==> src/rtl/loop_ctrl.sv <==
// loop_ctrl: PC sequencing for BeeF loop-open/loop-close with a return stack
// and a forward nesting scan that squashes the instructions of skipped loops.
// Ports: clk, reset (sync, active-high); instruction, pc, cell_zero, stall in;
//        pc_we, pc_src, pc_jump, bubble, depth, fault out.
module loop_ctrl #(
  parameter int            IW       = 9,
  parameter int            PW       = 8,
  parameter int            DEPTH    = 8,
  parameter logic [IW-1:0] OPEN_OP  = 9'h100,
  parameter logic [IW-1:0] CLOSE_OP = 9'h101
) (
  input  logic                       clk,
  input  logic                       reset,
  input  logic [IW-1:0]              instruction,
  input  logic [PW-1:0]              pc,
  input  logic                       cell_zero,
  input  logic                       stall,
  output logic                       pc_we,
  output logic                       pc_src,
  output logic [PW-1:0]              pc_jump,
  output logic                       bubble,
  output logic [$clog2(DEPTH):0]     depth,
  output logic                       fault
);

  localparam int AW = $clog2(DEPTH);
  localparam int DW = AW + 1;

  typedef enum logic [1:0] {
    S_RUN,
    S_SCAN,
    S_FLT
  } state_t;

  state_t        state_q, state_d;
  logic [DW-1:0] depth_q, depth_d;
  logic [7:0]    nest_q, nest_d;
  logic [PW-1:0] stack_q [DEPTH];
  logic          push;
  logic [AW-1:0] top;
  logic          is_open, is_close;

  assign is_open  = (instruction == OPEN_OP);
  assign is_close = (instruction == CLOSE_OP);
  // Low bits of depth-1 index the top entry, also when the stack is full.
  assign top      = AW'(depth_q - DW'(1));
  assign pc_jump  = (depth_q != '0) ? stack_q[top] + PW'(1) : '0;
  assign depth    = depth_q;

  always_comb begin
    state_d = state_q;
    depth_d = depth_q;
    nest_d  = nest_q;
    push    = 1'b0;
    pc_we   = 1'b1;
    pc_src  = 1'b0;
    bubble  = 1'b0;
    fault   = 1'b0;
    unique case (state_q)
      S_RUN: begin
        unique case (1'b1)
          is_open && !cell_zero: begin
            if (depth_q == DW'(DEPTH)) begin
              pc_we   = 1'b0;
              state_d = S_FLT;
            end else begin
              push    = 1'b1;
              depth_d = depth_q + DW'(1);
            end
          end
          is_open && cell_zero: begin
            nest_d  = 8'd1;
            state_d = S_SCAN;
          end
          is_close: begin
            if (depth_q == '0) begin
              pc_we   = 1'b0;
              state_d = S_FLT;
            end else if (!cell_zero) begin
              pc_src  = 1'b1;
            end else begin
              depth_d = depth_q - DW'(1);
            end
          end
          default: ;
        endcase
      end
      S_SCAN: begin
        bubble = 1'b1;
        if (is_close && nest_q == 8'd1) begin
          nest_d  = 8'd0;
          state_d = S_RUN;
        end else if (pc == '1) begin
          // Scanning off the end of program memory: stop, never wrap.
          pc_we   = 1'b0;
          state_d = S_FLT;
        end else if (is_open) begin
          if (nest_q == 8'd255) begin
            pc_we   = 1'b0;
            state_d = S_FLT;
          end else begin
            nest_d  = nest_q + 8'd1;
          end
        end else if (is_close) begin
          nest_d = nest_q - 8'd1;
        end
      end
      default: begin
        pc_we  = 1'b0;
        bubble = 1'b1;
        fault  = 1'b1;
      end
    endcase
    if (stall) begin
      state_d = state_q;
      depth_d = depth_q;
      nest_d  = nest_q;
      push    = 1'b0;
      pc_we   = 1'b0;
    end
    if (reset) begin
      pc_we  = 1'b0;
      bubble = 1'b1;
      fault  = 1'b0;
    end
  end

  always_ff @(posedge clk) begin
    if (reset) begin
      state_q <= S_RUN;
      depth_q <= '0;
      nest_q  <= '0;
    end else begin
      state_q <= state_d;
      depth_q <= depth_d;
      nest_q  <= nest_d;
    end
  end

  always_ff @(posedge clk) begin
    if (!reset && push) begin
      stack_q[depth_q[AW-1:0]] <= pc;
    end
  end

endmodule

==> config.mk <==
export PLATFORM = sky130hd
export DESIGN_NAME = loop_ctrl
export DESIGN_NICKNAME = d
export VERILOG_FILES = /design/src/rtl/loop_ctrl.sv
export SDC_FILE = /design/constraint.sdc
export NUM_CORES = 1
export LEC_CHECK = 0
export ABC_AREA = 1
export CAP_MARGIN = 25
export CELL_PAD_IN_SITES_DETAIL_PLACEMENT = 0
export CELL_PAD_IN_SITES_GLOBAL_PLACEMENT = 1
export CORE_AREA = 8 8 103 105
export CTS_BUF_LIST = sky130_fd_sc_hd__clkbuf_2 sky130_fd_sc_hd__clkbuf_4 sky130_fd_sc_hd__clkbuf_8
export DETAILED_ROUTE_END_ITERATION = 10
export DIE_AREA = 0 0 111 113
export PLACE_DENSITY_LB_ADDON = 0.1
export SKIP_LAST_GASP = 1
export SLEW_MARGIN = 20
export SYNTH_ARGS = -nofsm -noshare
export SYNTH_HDL_FRONTEND = slang
export SYNTH_SLANG_ARGS = --single-unit
export TNS_END_PERCENT = 20
==> constraint.sdc <==
create_clock -name clk -period 7 [get_ports clk]
set_clock_uncertainty 0.15 [all_clocks]
set_input_delay 1.75 -clock clk [delete_from_list [all_inputs] [get_ports clk]]
set_output_delay 1.75 -clock clk [all_outputs]
set_load 0.02 [all_outputs]
==> metrics.txt, run 1 <==
Gate Count Post-Synth=525; DR iter-0 viols=~160; layout cell share with drive strength beyond 1=5.17%; Hold Buf Count CTS=0; GR Overflow Total=0; Final nets=between 500 and 600; Die Area=~13000 um2; clk slew on worst S/H paths=0.08 ns; Syn-to-layout area delta=14.5%; minimum clock period=about 5.7 ns; detailed-router iteration count before antenna repair=4; Tot GR Track Use=approximately 16%; Avg Synthesized Cell Area=8.06 um2; Pins Over Slew Limit=0; TritonCTS clock tree=yes; Post-CTS Setup Inserts=0; #FFs+latches synth=just under 80; VDD IR max=around 0.16 mV; pwr dens=between 200 and 250 nW/um2; CTS sink count=between 70 and 80; post-cts resize count=0; vias in the first global route=roughly 3.2k; Achievable Freq=between 0.15 and 0.2 GHz; Root Driver=clkbuf_8; dpl hpwl=around 6600 um; initial antenna violation count=0; distinct cell type count after synthesis=28; setup_tns=0 ns; Max-slew headroom=between 30% and 40%; row count=35; Initial Util=a little under half; first-pass GRT wire length=~16000 um; wire length per cell=between 10 and 15 um; DR vias=approximately 3.4k; Core Box Area=8980 um2; Vias per Instance=4.99; crit end category=output pin; largest net degree at the start of global routing=between 40 and 50; register area share after synthesis=around 52%; Longest Clk Path Bufs=2; ranking of synthesized cells by area=edfxtp_1 45%, nand2_1 15%, nor2_1 9.5%; Mapped Area=about 4200 um2; worst hold path type=flip-flop to flip-flop; startpoint types=flip-flop; largest area contributor in the netlist=edfxtp_1; Crit path required time=5.10 ns; ANT cells=0; Yosys top cell area share=between 40 and 50%; Net Count, Synth=between 500 and 600; GP Congestion=about 0.84; Total Routed Length=between 9000 and 10000 um; Final ANT Viol Nets=0; RSZ-0062 raised after global routing=false; Max-cap violations=0; I/O Pins=37; die span in y=about 110 um; htree depth=3; DRC violations left=0; Worst Path Arrival=~3.8 ns; Placed Cells=656; Max FO, Critical Path=19; I/O Buffers=36; die width=111 um; Fin. Hold Viols=0; final setup fails=0; Util after Layout=about 54%; final period utilization=~82%; status=complete, no violations; Yosys warning count=0; leakage power=a little under 2 nW; Cell Count, Final, Fillers Out=roughly 670; TritonCTS Buffers=9; Least-Margin Pin Slew=roughly 0.93 ns; critical path class=flip-flop to output pin; worst skew pair latency=between 0.3 and 0.4 ns
[layout make-up]
class,instances,area [um2]
well taps,111,139
clock inverters,6,92.6
repair buffers,37,368
inverters,41,156
clock buffers,10,131
fillers,835,4130
multi-input cells,389,1750
flip-flops and latches,78,2200
[cell usage after synthesis]
library cell / count
inv_2: 2
ha_1: 7
o22ai_1: 1
nand3b_1: 2
a21oi_1: 12
o21ai_0: 26
nand2_1: 164
o21ai_1: 2
inv_4: 1
and2_1: 1
nand3_1: 40
buf_2: 10
nand2_2: 3
xnor2_1: 2
nor2_1: 107
nor2_2: 4
xnor2_4: 1
nand4_1: 2
o21bai_1: 1
xor2_1: 9
buf_4: 3
a21boi_2: 1
o31ai_1: 1
edfxtp_1: 64
nor3_1: 3
buf_6: 4
dfxtp_1: 14
inv_1: 38
[worst max-delay path, cell delays in order (launching register included)]
cell and delay, ns:
dfxtp_1 0.46, inv_1 0.11, ha_1 0.70, inv_2 0.36, nor2_1 0.16, o21ai_0 0.09
nand2_1 0.09, nand2_1 0.05, nand2_1 0.20, ha_1 0.20, nand2_1 0.08, nor2_2 0.16
nand3b_1 0.09, a21oi_1 0.14, clkdlybuf4s50_1 0.61
[cells by family (layout without fill, tap and decap cells)]
family          count (synthesis)  in the layout  share of synthesized area [%]
flops                          78             78                           52.1
compound gates                 44             44                           5.50
fa+ha+maj                       7              7                           2.07
xor+xnor                       12             12                           2.93
simple gates                  326            326                           31.0
buf+inv                        58             94                           6.48
[stage by stage]
| stage | area, um2 | total power (W) | hold slack, ns | setup WS [ns] |
|---|---|---|---|---|
| finish | 4840 | 0.000970 | 0.377 | 1.26 |
| global route | 4840 | 0.00100 | 0.402 | 0.856 |
| CTS | 4840 | 0.000980 | 0.380 | 1.16 |
| detailed placement | 4620 | 0.000604 | 0.359 | 1.28 |
| global placement | 4620 | 0.000604 | 0.354 | 1.31 |
| floorplan | 4230 | 0.000575 | 0.324 | 2.25 |
[per-layer routing]
metal	vias up	track usage, %	share of wire (%)	wire length [um]
met5	-	0	0	0
met4	0	6.40	1.1	104
met3	7	3.17	6.1	588
met2	74	25.4	45	4370
met1	1512	20.6	47	4560
li1	1757	-	-	-
[flip-flops by register name (all words and copies together) (netlist names)]
register and count:
state_q 2, stack_q 64, nest_q 8, depth 4
[cells in the final DEF (no fill, tap or decap), types with 2 or more instances in the layout]
cell,count
ha_1,7
nor3_1,3
inv_6,2
a21oi_1,12
xor2_1,9
inv_2,2
nand3b_1,2
bufinv_16,2
xnor2_1,2
nor2_1,107
dfxtp_1,14
o21ai_0,26
edfxtp_1,64
nand2_1,164
o21ai_1,2
inv_1,38
nor2_2,4
clkinvlp_4,2
clkdlybuf4s50_1,36
clkbuf_8,9
nand3_1,40
nand2_2,3
nand4_1,2
[report_power, final]
group | internal (W) | switching, W | leakage, nW
clock network | 0.000207 | 0.000170 | 0.107
logic | 0.0000345 | 0.0000492 | 1.16
registers | 0.000504 | 0.00000551 | 0.688
[final timing paths]
path / startpoint / to / slack (ns) / cells after the start
worst max register to register: depth[1] / stack_q[1][5] / 4.16 / 7
worst min-delay path: state_q[0] / state_q[0] / 0.38 / 2
worst min register to register: state_q[0] / state_q[0] / 0.38 / 2
worst max-delay path: depth[1] / pc_jump[6] / 1.26 / 14
Power figures use the tool's default switching activity.
==> inputs of run 2 (changes only) <==
- CORE_AREA: 8 8 103 105 -> 8 8 106 108
- DIE_AREA: 0 0 111 113 -> 0 0 114 116
- clock period: 7 -> 5.9 ns (I/O delays scaled with it)
==> metrics.txt, run 2 (same netlist as run 1, synthesis figures left out) <==
TritonCTS Buffers=9 (unchanged); largest net degree at the start of global routing=46 (unchanged); Final ANT Viol Nets=0 (unchanged); worst skew pair latency=0.36 ns (was 0.35 ns); CTS sink count=78 (unchanged); I/O Buffers=36 (unchanged); # fillers=966 (was 835); Least-Margin Pin Slew=0.965 ns (was 0.934 ns); leakage power=1.96 nW (about the same); final setup fails=0 (unchanged); final period utilization=around 89%; Final nets=588 (was 584); layout cell share with drive strength beyond 1=5.66% (was 5.17%); Post-DP Area=4660 um2 (was 4620 um2); Vias per Instance=4.87 (was 4.99); Worst Path Arrival=3.61 ns (was 3.84 ns); Pins Over Slew Limit=0 (unchanged); TritonCTS clock tree=yes (unchanged); total power=0.00108 W (was 0.000970 W); die span in y=116 um (was 113 um); detailed-router iteration count before antenna repair=5 (was 4); I/O Pins=37 (unchanged); Max-cap violations=0 (unchanged); Fin. Hold Viols=0 (unchanged); Total Routed Length=10200 um (was 9620 um); vias in the first global route=3149 (was 3175); Reg area=2200 um2 (unchanged); max reg flops=64 (unchanged); row count=36 (was 35); DRC violations left=0 (unchanged); Tot GR Track Use=16.2% (was 15.9%); dpl hpwl=6780 um (was 6570 um); htree depth=3 (unchanged); clk slew on worst S/H paths=0.09 ns (was 0.08 ns); initial antenna violation count=0 (unchanged); pwr dens=222 nW/um2 (was 200 nW/um2); ANT cells=0 (unchanged); Crit path required time=4.28 ns (was 5.10 ns); commonest non-fill, non-tap cell in the layout=nand2_1 (unchanged); wire length per cell=14.6 um (was 14.3 um); critical path class=flip-flop to output pin (unchanged); DR iter-0 viols=212 (was 162); Initial Util=44.3% (was 47.1%); status=complete, no violations (unchanged); RSZ-0062 raised after global routing=false (unchanged); Longest Clk Path Bufs=2 (unchanged); Post-CTS Setup Inserts=0 (unchanged); sw power=0.000280 W (was 0.000224 W); die width=114 um (was 111 um); Core Box Area=9550 um2 (was 8980 um2); GR Overflow Total=0 (unchanged); Achievable Freq=~0.19 GHz; Root Driver=clkbuf_8 (unchanged); crit end category=output pin (unchanged); worst hold path type=flip-flop to flip-flop (unchanged); post-route design area=4860 um2 (was 4840 um2); GP Congestion=0.866 (was 0.845); Clock power frac=34.5% (was 38.8%); Sequential Power Share=56.1% (was 52.5%); Sw Ratio=26.0% (was 23.1%); Max-slew headroom=35.4% (was 37.5%); DR vias=3397 (was 3350); minimum clock period=between 5 and 6 ns; post-cts resize count=0 (unchanged); Pint=0.000798 W (was 0.000746 W); Max FO, Critical Path=29 (was 19); VDD IR max=0.133 mV (was 0.156 mV); Gate power share=9.5% (was 8.6%); most frequent cells in the layout=164 x nand2_1, 107 x nor2_1, 64 x edfxtp_1, 40 x nand3_1, 38 x inv_1 (unchanged); first-pass GRT wire length=16400 um (was 16000 um); Syn-to-layout area delta=14.8% (was 14.5%); Die Area=13200 um2 (was 12500 um2); setup_tns=0 ns (unchanged); multi-input logic area=1750 um2 (unchanged); Hold Buf Count CTS=0 (unchanged); startpoint types=flip-flop (unchanged)
[run 2: cell count changes in the layout (fill, tap and decap cells not counted), sizes merged]
cell / before / now
clkinv: 0 / 1
buf: 1 / 5
inv: 43 / 45
clkbuf: 10 / 9
bufinv: 2 / 0
[run 2: worst paths after layout]
kind	from	endpoint	slack (ns)	cells past startpoint
min	state_q[0]	state_q[0]	0.39	2
min reg2reg	state_q[0]	state_q[0]	0.39	2
max reg2reg	depth[0]	stack_q[2][3]	3.11	7
max	depth[0]	pc_jump[6]	0.67	14
[run 2: power groups by stage]
stage / Combinational, W / Sequential, W / Clock (W)
finish: 0.000102 / 0.000605 / 0.000372
global route: 0.000116 / 0.000606 / 0.000401
CTS: 0.000102 / 0.000605 / 0.000382
detailed placement: 0.000101 / 0.000618 / 0
global placement: 0.000100 / 0.000618 / 0
floorplan: 0.0000680 / 0.000614 / 0
[run 2: through the flow]
step	setup WS [ns]	util, %	hold WS [ns]	cells
6_report	0.670	50.9	0.388	698
5_1_grt	0.468	50.9	0.403	698
4_1_cts	0.630	50.7	0.385	696
3_5_place_dp	0.684	48.8	0.353	680
3_3_place_gp	0.739	48.8	0.346	680
2_1_floorplan	1.65	-	0.324	525
[run 2: cell type report]
type | instances | area share [%]
flip-flops and latches | 78 | 45.3
multi-input cells | 389 | 36.1
repair buffers | 41 | 8.19
well taps | 133 | 3.43
inverters | 41 | 3.22
clock buffers | 9 | 2.55
clock inverters | 7 | 1.16
[run 2: per-layer routing]
layer	vias up	GRT usage, %	wire length, um
li1	1764	-	-
met1	1542	22.9	4950
met2	74	23.8	4550
met3	17	2.87	508
met4	0	6.92	164
met5	-	0	0
[run 2: worst max-delay path, stage by stage (launching register included)]
cell	delay, ns
dfxtp_1	0.34
inv_4	0.25
ha_1	0.29
buf_4	0.21
inv_2	0.34
o21ai_0	0.15
o21ai_1	0.18
nand2_1	0.07
nand2_1	0.16
ha_1	0.18
nand2_1	0.08
nor2_2	0.16
nand3b_1	0.09
a21oi_1	0.14
clkdlybuf4s50_1	0.61
==> inputs of run 3 (changes only) <==
- RECOVER_POWER: not set -> 100
- clock period: 5.9 -> 5.6 ns (I/O delays scaled with it)
==> metrics.txt, run 3 (same netlist as run 1, synthesis figures left out) <==
status=finished, violations left (was complete, no violations); failing checks=capacitance limit, slew limit; clk slew on worst S/H paths=0.09 ns (about the same); initial antenna violation count=0 (unchanged); Crit path largest cell delay=0.70 ns (was 0.61 ns); worst hold path type=flip-flop to flip-flop (unchanged); Fin. Hold Viols=0 (unchanged); Worst Path Arrival=3.67 ns (was 3.61 ns); row count=36 (unchanged); final setup fails=0 (unchanged); Die Area=13200 um2 (unchanged); GR Overflow Total=0 (unchanged); hold path start=state_q[0] (unchanged); Root Driver=clkbuf_8 (unchanged); RSZ-0062 raised after global routing=false (unchanged); I/O Pins=37 (unchanged); Critical path origin=instruction[2] (was depth[0]); worst skew pair latency=0.35 ns (was 0.36 ns); final worst slack=0.381 ns (was 0.670 ns); most frequent cells in the layout=164 x nand2_1, 107 x nor2_1, 64 x edfxtp_1, 40 x nand3_1, 38 x inv_1 (unchanged); die width=114 um (unchanged); setup_tns=0 ns (unchanged); launch point of the worst reg-to-reg path=depth[0] (unchanged); htree depth=3 (unchanged); CP delay by family, top=buffers and inverters (unchanged); DRC violations left=0 (unchanged); startpoint types=input pin (was flip-flop); CP Cell Sequence=dlygate4sd3_1 -> nor2_1 -> nand2_1 -> nor2_2 -> nand2_1 -> o21ai_0 -> a21oi_1 -> a21oi_1 -> dlygate4sd3_1 (was inv_4 -> ha_1 -> buf_4 -> inv_2 -> o21ai_0 -> o21ai_1 -> nand2_1 -> nand2_1 -> ha_1 -> nand2_1 -> nor2_2 -> nand3b_1 -> a21oi_1 -> clkdlybuf4s50_1); worst hold stages=2 (unchanged); layout cell share with drive strength beyond 1=5.30% (was 5.66%); Post-CTS Setup Inserts=0 (unchanged); final period utilization=just over 90%; crit end category=output pin (unchanged); VDD IR max=0.166 mV (was 0.133 mV); Initial Util=44.3% (unchanged); ANT cells=0 (unchanged); slowest library cell on the worst path=dlygate4sd3_1 (was clkdlybuf4s50_1); first-pass GRT wire length=16100 um (was 16400 um); die span in y=116 um (unchanged); Pins Over Slew Limit=14 (was 0); reg2reg path depth=8 (was 7); minimum clock period=around 5.2 ns; Hold Buf Count CTS=0 (unchanged); leakage power=2.02 nW (was 1.96 nW); Core Box Area=9550 um2 (unchanged); I/O Buffers=36 (unchanged); GP Congestion=0.861 (was 0.866); vias in the first global route=3069 (was 3149); Achievable Freq=0.192 GHz; critical path class=input pin to output pin (was flip-flop to output pin); Max-slew headroom=-10.9% (was 35.4%); CP Buf/Inv Count=2 (was 4); dpl hpwl=6690 um (was 6780 um); post-cts resize count=0 (unchanged); Stages on worst setup path=9 (was 14); Worst Setup EP=pc_we (was pc_jump[6]); Max FO, Critical Path=5 (was 29); DP Worst Slack=0.510 ns (was 0.684 ns); Total Routed Length=9940 um (was 10200 um); commonest non-fill, non-tap cell in the layout=nand2_1 (unchanged); TritonCTS clock tree=yes (unchanged); Hold WS=0.395 ns (was 0.388 ns); Crit path required time=4.05 ns (was 4.28 ns); Tot GR Track Use=15.8% (was 16.2%); DR iter-0 viols=254 (was 212); detailed-router iteration count before antenna repair=4 (was 5); # fillers=919 (was 966); Reg2Reg Setup Slack=2.80 ns (was 3.11 ns); pwr dens=250 nW/um2 (was 222 nW/um2); Max-cap violations=1 (was 0); Syn-to-layout area delta=15.7% (was 14.8%); Longest Clk Path Bufs=2 (unchanged); Final ANT Viol Nets=0 (unchanged); R2R Path End=stack_q[2][5] (was stack_q[2][3]); CTS sink count=78 (unchanged); largest net degree at the start of global routing=46 (unchanged); Final nets=589 (was 588); TritonCTS Buffers=9 (unchanged); Vias per Instance=4.88 (was 4.87); Least-Margin Pin Slew=1.65 ns (was 0.965 ns); max reg flops=64 (unchanged); DR vias=3409 (was 3397); wire length per cell=14.2 um (was 14.6 um)
==> run 3: changes by cell type in the layout (fill, tap and decap cells not counted), sizes merged <==
cell,change
buf,-2
bufinv,+2
clkbuf,+3
clkdlybuf4s50,-22
clkinvlp,-2
dlygate4sd3,+22
==> run 3: cell type report <==
type	instances	area, um2	share of cell area, %
clock buffer	9	124	2.53
clock inverter	7	103	2.10
inverter	41	156	3.19
multi-input combinational	389	1750	35.8
sequential	78	2200	45.0
tap	133	166	3.40
timing repair buffer	42	394	8.05
==> run 3: power breakdown <==
part	internal (W)	switching (W)	leakage, nW	total [W]
combinational	0.0000414	0.0000626	1.22	0.000104
sequential	0.000630	0.00000719	0.688	0.000637
clock	0.000258	0.000225	0.117	0.000483
total	0.000930	0.000294	2.02	0.00122
==> run 3: layer usage <==
layer,wire (um),vias to the layer above,share of wire (%),global-route usage (%)
li1,-,1765,-,-
met1,4740,1562,48,22.2
met2,4560,78,46,24.3
met3,585,4,5.9,3.34
met4,57,0,0.57,3.46
met5,0,-,0,0
==> run 3: stage by stage <==
stage	instances	utilization, %	total power [W]	area (um2)
finish	699	51.3	0.00122	4900
global route	699	51.3	0.00127	4900
CTS	698	51.3	0.00124	4900
detailed placement	682	49.0	0.000756	4680
global placement	682	49.0	0.000756	4680
floorplan	525	-	0.000718	4230
==> run 3: worst reg2reg max path, cell delays in order (launching register included) <==
cell and delay (ns):
dfxtp_1 0.38, inv_4 0.14, ha_1 0.25, nand3_1 0.11
nand2_1 0.12, nor3_1 0.34, nand2_1 0.17, nor2_1 0.41
clkbuf_1 0.40
==> run 3: worst min path at each step <==
stage	endpoint	slack [ns]
after floorplan	state_q[0]	0.32
after global placement	state_q[0]	0.35
after detailed placement	state_q[0]	0.36
after CTS	state_q[0]	0.39
after global routing	state_q[0]	0.43
final	state_q[0]	0.40
